### config.mk
export PLATFORM = sky130hd
export DESIGN_NAME = dram_arbiter
export DESIGN_NICKNAME = d
export VERILOG_FILES = /design/src/rtl/dram_arbiter.sv
export SDC_FILE = /design/constraint.sdc
export NUM_CORES = 1
export LEC_CHECK = 0
export CAP_MARGIN = 20
export CORE_MARGIN = 4
export CORE_UTILIZATION = 36
export CTS_CLUSTER_SIZE = 14
export DETAILED_ROUTE_END_ITERATION = 7
export GPL_TIMING_DRIVEN = 1
export PLACE_DENSITY = 0.85
export SYNTH_ARGS = -nofsm -noshare
export SYNTH_HDL_FRONTEND = slang
export SYNTH_SLANG_ARGS = --single-unit
### constraint.sdc
create_clock -name clk -period 1.4 [get_ports clk]
set_clock_uncertainty 0.05 [all_clocks]
set_input_delay 0.21 -clock clk [delete_from_list [all_inputs] [get_ports clk]]
set_output_delay 0.21 -clock clk [all_outputs]
set_load 0.02 [all_outputs]
### src/rtl/dram_arbiter.sv
// dram_arbiter: round-robin two-port arbiter and access sequencer for the
// single-port 32x16 data RAM. Each granted access runs IDLE -> ACCESS -> RESP
// and returns to the winner with a one-cycle ack in the following IDLE cycle.
module dram_arbiter #(
    parameter int ADDR_W    = 9,
    parameter int DATA_W    = 16,
    parameter int MEM_DEPTH = 32
) (
    input  logic              clk,
    input  logic              rst,

    input  logic              p0_req,
    input  logic              p0_we,
    input  logic [ADDR_W-1:0] p0_addr,
    input  logic [DATA_W-1:0] p0_wdata,
    output logic              p0_ack,
    output logic              p0_err,
    output logic [DATA_W-1:0] p0_rdata,

    input  logic              p1_req,
    input  logic              p1_we,
    input  logic [ADDR_W-1:0] p1_addr,
    input  logic [DATA_W-1:0] p1_wdata,
    output logic              p1_ack,
    output logic              p1_err,
    output logic [DATA_W-1:0] p1_rdata,

    output logic              mem_write_en,
    output logic              mem_read_en,
    output logic [ADDR_W-1:0] mem_addr,
    output logic [DATA_W-1:0] mem_data_in,
    input  logic [DATA_W-1:0] mem_data_out,

    output logic              busy
);

    typedef enum logic [1:0] {
        IDLE   = 2'd0,
        ACCESS = 2'd1,
        RESP   = 2'd2
    } state_t;

    // One extra bit so a depth equal to 2**ADDR_W still compares correctly.
    localparam logic [ADDR_W:0] DEPTH_LIMIT = (ADDR_W + 1)'(MEM_DEPTH);

    state_t state;
    state_t state_next;

    // Arbitration results for the current IDLE cycle
    logic              elig0;
    logic              elig1;
    logic              grant_valid;
    logic              win_id;
    logic              win_we;
    logic [ADDR_W-1:0] win_addr;
    logic [DATA_W-1:0] win_wdata;
    logic              win_oor;

    // Transaction context carried from the grant to the response
    logic              rr_last;
    logic              lat_id;
    logic              lat_we;
    logic              lat_oor;

    // Next values for every registered output and context register
    logic              rr_last_nxt;
    logic              lat_id_nxt;
    logic              lat_we_nxt;
    logic              lat_oor_nxt;
    logic              p0_ack_nxt;
    logic              p0_err_nxt;
    logic [DATA_W-1:0] p0_rdata_nxt;
    logic              p1_ack_nxt;
    logic              p1_err_nxt;
    logic [DATA_W-1:0] p1_rdata_nxt;
    logic              mem_write_en_nxt;
    logic              mem_read_en_nxt;
    logic [ADDR_W-1:0] mem_addr_nxt;
    logic [DATA_W-1:0] mem_data_in_nxt;
    logic              busy_nxt;

    // Pick a winner among eligible ports; a port being acked this cycle sits out.
    always_comb begin
        elig0       = p0_req && !p0_ack;
        elig1       = p1_req && !p1_ack;
        grant_valid = elig0 || elig1;
        if (elig0 && elig1) begin
            win_id = ~rr_last;
        end else begin
            win_id = elig1;
        end
        win_we    = win_id ? p1_we    : p0_we;
        win_addr  = win_id ? p1_addr  : p0_addr;
        win_wdata = win_id ? p1_wdata : p0_wdata;
        win_oor   = ({1'b0, win_addr} >= DEPTH_LIMIT);
    end

    // State register with synchronous reset.
    always_ff @(posedge clk) begin
        if (rst) begin
            state <= IDLE;
        end else begin
            state <= state_next;
        end
    end

    // Next-state logic: a grant starts a fixed ACCESS then RESP sequence.
    always_comb begin
        state_next = state;
        case (state)
            IDLE:    state_next = grant_valid ? ACCESS : IDLE;
            ACCESS:  state_next = RESP;
            RESP:    state_next = IDLE;
            default: state_next = IDLE;
        endcase
    end

    // Output logic: compute next values of the registered outputs from the state.
    always_comb begin
        rr_last_nxt      = rr_last;
        lat_id_nxt       = lat_id;
        lat_we_nxt       = lat_we;
        lat_oor_nxt      = lat_oor;
        p0_ack_nxt       = 1'b0;
        p0_err_nxt       = p0_err;
        p0_rdata_nxt     = p0_rdata;
        p1_ack_nxt       = 1'b0;
        p1_err_nxt       = p1_err;
        p1_rdata_nxt     = p1_rdata;
        mem_write_en_nxt = 1'b0;
        mem_read_en_nxt  = 1'b0;
        mem_addr_nxt     = mem_addr;
        mem_data_in_nxt  = mem_data_in;
        busy_nxt         = (state_next != IDLE);
        case (state)
            IDLE: begin
                if (grant_valid) begin
                    rr_last_nxt      = win_id;
                    lat_id_nxt       = win_id;
                    lat_we_nxt       = win_we;
                    lat_oor_nxt      = win_oor;
                    mem_addr_nxt     = win_addr;
                    mem_data_in_nxt  = win_wdata;
                    mem_write_en_nxt = win_we && !win_oor;
                    mem_read_en_nxt  = !win_we && !win_oor;
                end
            end
            RESP: begin
                if (lat_id) begin
                    p1_ack_nxt = 1'b1;
                    p1_err_nxt = lat_oor;
                    if (!lat_we) begin
                        p1_rdata_nxt = lat_oor ? '0 : mem_data_out;
                    end
                end else begin
                    p0_ack_nxt = 1'b1;
                    p0_err_nxt = lat_oor;
                    if (!lat_we) begin
                        p0_rdata_nxt = lat_oor ? '0 : mem_data_out;
                    end
                end
            end
            default: begin
            end
        endcase
    end

    // Register outputs and transaction context; reset makes port 0 win the first tie.
    always_ff @(posedge clk) begin
        if (rst) begin
            rr_last      <= 1'b1;
            lat_id       <= 1'b0;
            lat_we       <= 1'b0;
            lat_oor      <= 1'b0;
            p0_ack       <= 1'b0;
            p0_err       <= 1'b0;
            p0_rdata     <= '0;
            p1_ack       <= 1'b0;
            p1_err       <= 1'b0;
            p1_rdata     <= '0;
            mem_write_en <= 1'b0;
            mem_read_en  <= 1'b0;
            mem_addr     <= '0;
            mem_data_in  <= '0;
            busy         <= 1'b0;
        end else begin
            rr_last      <= rr_last_nxt;
            lat_id       <= lat_id_nxt;
            lat_we       <= lat_we_nxt;
            lat_oor      <= lat_oor_nxt;
            p0_ack       <= p0_ack_nxt;
            p0_err       <= p0_err_nxt;
            p0_rdata     <= p0_rdata_nxt;
            p1_ack       <= p1_ack_nxt;
            p1_err       <= p1_err_nxt;
            p1_rdata     <= p1_rdata_nxt;
            mem_write_en <= mem_write_en_nxt;
            mem_read_en  <= mem_read_en_nxt;
            mem_addr     <= mem_addr_nxt;
            mem_data_in  <= mem_data_in_nxt;
            busy         <= busy_nxt;
        end
    end

endmodule

==> results of run 1 <==
-- worst min path at each step --
stage	depth (start not counted)	endpoint	slack [ns]	startpoint
after floorplan	2	mem_addr[1]	0.36	p1_addr[1]
after global placement	2	p1_rdata[0]	0.39	p1_rdata[0]
after detailed placement	2	p0_rdata[13]	0.40	p0_rdata[13]
after CTS	2	p1_err	0.18	rst
after global routing	2	p1_err	0.19	rst
final	2	p1_err	0.19	rst
-- layout make-up --
cell class              count  area (sq um)  area share
multi-input cells         223          1400      0.2871
clock buffers              10         137.6     0.02823
repair buffers            165          1689      0.3464
well taps                  99         123.9     0.02540
inverters                   2         7.507    0.001540
clock inverters             6         108.9     0.02232
flip-flops and latches     70          1409      0.2889
-- where the power goes --
part	switching, mW	internal (mW)
Clock	0.735	1.23
Sequential	0.0881	2.12
Combinational	0.569	0.655
Total	1.39	4.01
-- cell families after synthesis --
| family | after synthesis | share of synthesized area |
|---|---|---|
| AO/OA/AOI/OAI | 75 | 0.1568 |
| buffers and inverters | 25 | 0.04234 |
| flip-flops | 70 | 0.5045 |
| multiplexers | 30 | 0.1086 |
| AND/OR/NAND/NOR | 118 | 0.1878 |
-- cells in the mapped netlist (2+ instances only) --
master,n,share of area
a211oi_1,16,0.043
a21oi_1,42,0.076
buf_1,2,0.0027
buf_2,7,0.013
buf_4,2,0.0054
clkbuf_1,11,0.015
dfxtp_1,70,0.50
inv_1,2,0.0027
mux2i_1,29,0.10
nand2_1,65,0.088
nor2_1,22,0.030
nor2b_1,18,0.041
nor3_1,3,0.0054
nor4_1,2,0.0045
o21a_1,2,0.0054
o21ai_0,11,0.020
-- state kept, by name, indices dropped and copies added (netlist names), 2 cells and up --
name and count:
mem_data_in 16, p0_rdata 16, p1_rdata 16, mem_addr 9
state 2
-- what timing repair did --
action                     CTS  global route
buffers inserted             3             2
pin swaps                    8            19
gates cloned                 2             3
resized for setup           78            32
hold buffers                 0             0
setup endpoints to repair  110            45
-- routing by layer --
metal,GRT usage,up-vias,routed length (microns)
met5,0,-,0
met1,0.2141,1322,3559
met3,0.04300,9,674
met4,0.07227,0,129
li1,-,1380,-
met2,0.3104,108,4289
==> flow_summary.yaml, run 1 <==
status:
  run_status: "complete, but fails checks"
  violations: "setup timing"
logic_synthesis:
  ys.flop_type: "dfxtp_1"
  synth_warnings: 0
  ys_ff_latch: 70
  syn_area_per_cell_sq_um: 8.735
  ys_seq_area_frac: 0.5045
  synth_cell_types: 30
  synth-edff-count: 0
  async_flop_share: 0
  synthesis.area_sq_mm: 0.002778
  syn_nets: 390
  postSynthCellCount: 318
placement:
  place_inst: 549
  gp_congestion: 0.7344
  dpl_cell_area_sq_mm: 0.004365
  io_buffers: 135
  dp_worst_setup_slack_ns: -0.4991
  dpl.hpwl_microns: 6006
setup_path:
  reg2reg_depth: 5
  startpoint: "lat_id"
  rrSetupSlack_ns: -0.04
  worstPathArrival_ns: 1.61
  slowest_delay_ns: 0.41
  r2r-end: "p0_rdata[0]"
  critical_path_buf_inv_count: 1
  endpoint_kind: "flip-flop"
  path_delay_family: "simple AND/OR/NAND/NOR gates"
  crit_cells: 5
  endpoint: "p0_rdata[0]"
  cp_cell_sequence: "or3b_4, or2_4, buf_12, nand2_1, a21oi_2"
  path_class: "reg -> reg"
  cpMaxStageDelayCell: "or3b_4"
  r2r-start: "lat_id"
  cp_data_required_time_ns: 1.56
  cp-start-kind: "flip-flop"
  worst-path-max-fanout: 16
power_and_ir_drop:
  power_mw: 5.398
  ir_worst_vdd_mv: 0.5555
  power.leakage_nw: 2.207
  power_density_mw_per_mm2: 1107
floorplan:
  die_w_microns: 95.84
  fp.dieH_microns: 95.84
  coreArea_sq_mm: 0.007370
  dieArea_sq_mm: 0.009185
  io_pins: 136
  start_util: 0.3769
  rows: 31
global_route:
  grt_pass1_wl_microns: 12830
  first_global_vias: 2714
  grt_max_degree: 25
  grt_usage: 0.1799
  antenna_found_initial: 0
  grt_overflow_total: 0
final_layout:
  diodes: 0
  nets: 543
  stdcell_area_sq_mm: 0.004876
  final_cell_mix: "clkdlybuf4s50_1, dfxtp_1, dlygate4sd2_1, nand2_1, a21oi_1"
  final_common_cell: "clkdlybuf4s50_1"
  fin_util: 0.6616
  drive_above_1_share: 0.1765
  area_growth_pct: 75.54
  fill_cells: 603
  finalNonFillerCells: 575
clock_tree:
  cts_tree: "yes"
  clk_pin_slew_ns: 0.08
  numCtsBuffers: 9
  clock_latency_ns: 0.33
  clockBufferDepth: 2
  cts.sinks: 70
  cts-root-buf: "clkbuf_8"
  htree_levels: 3
sta:
  setup_ws_ns: -0.04260
  finalSetupTns_ns: -0.4193
  drv_slew: 0
  fin_crit_ns: 1.443
  slew_headroom: 0.7470
  hold_ws_ns: 0.1940
  fmax_mhz: 693.2
  finalSetupViolations: 21
  worstMarginPinSlew_ns: 0.3761
  fin_crit_sh: 1.030
  hold_viol: 0
  rsz0062_at_grt: "yes"
route:
  viasPerCell: 4.903
  drtIter0Drc: 81
  ant_nets: 0
  dr_total_vias: 2819
  first_pass_iters: 4
  drc_errors: 0
  drt_wl_total_microns: 8653
  wl_per_cell_microns: 15.05
min_path:
  hp-class: "in -> reg"
flow_run:
  drv_cap: 0
(Power assumes the default switching activity.)
==> run 2: changes to the inputs <==
--- a/config.mk
+++ b/config.mk
@@ -12,6 +12,7 @@
 export DETAILED_ROUTE_END_ITERATION = 7
 export GPL_TIMING_DRIVEN = 1
 export PLACE_DENSITY = 0.85
+export SLEW_MARGIN = 20
 export SYNTH_ARGS = -nofsm -noshare
 export SYNTH_HDL_FRONTEND = slang
 export SYNTH_SLANG_ARGS = --single-unit
==> results of run 2 <==
Same layout as run 1: the final DEF is identical, and so are final timing and power.
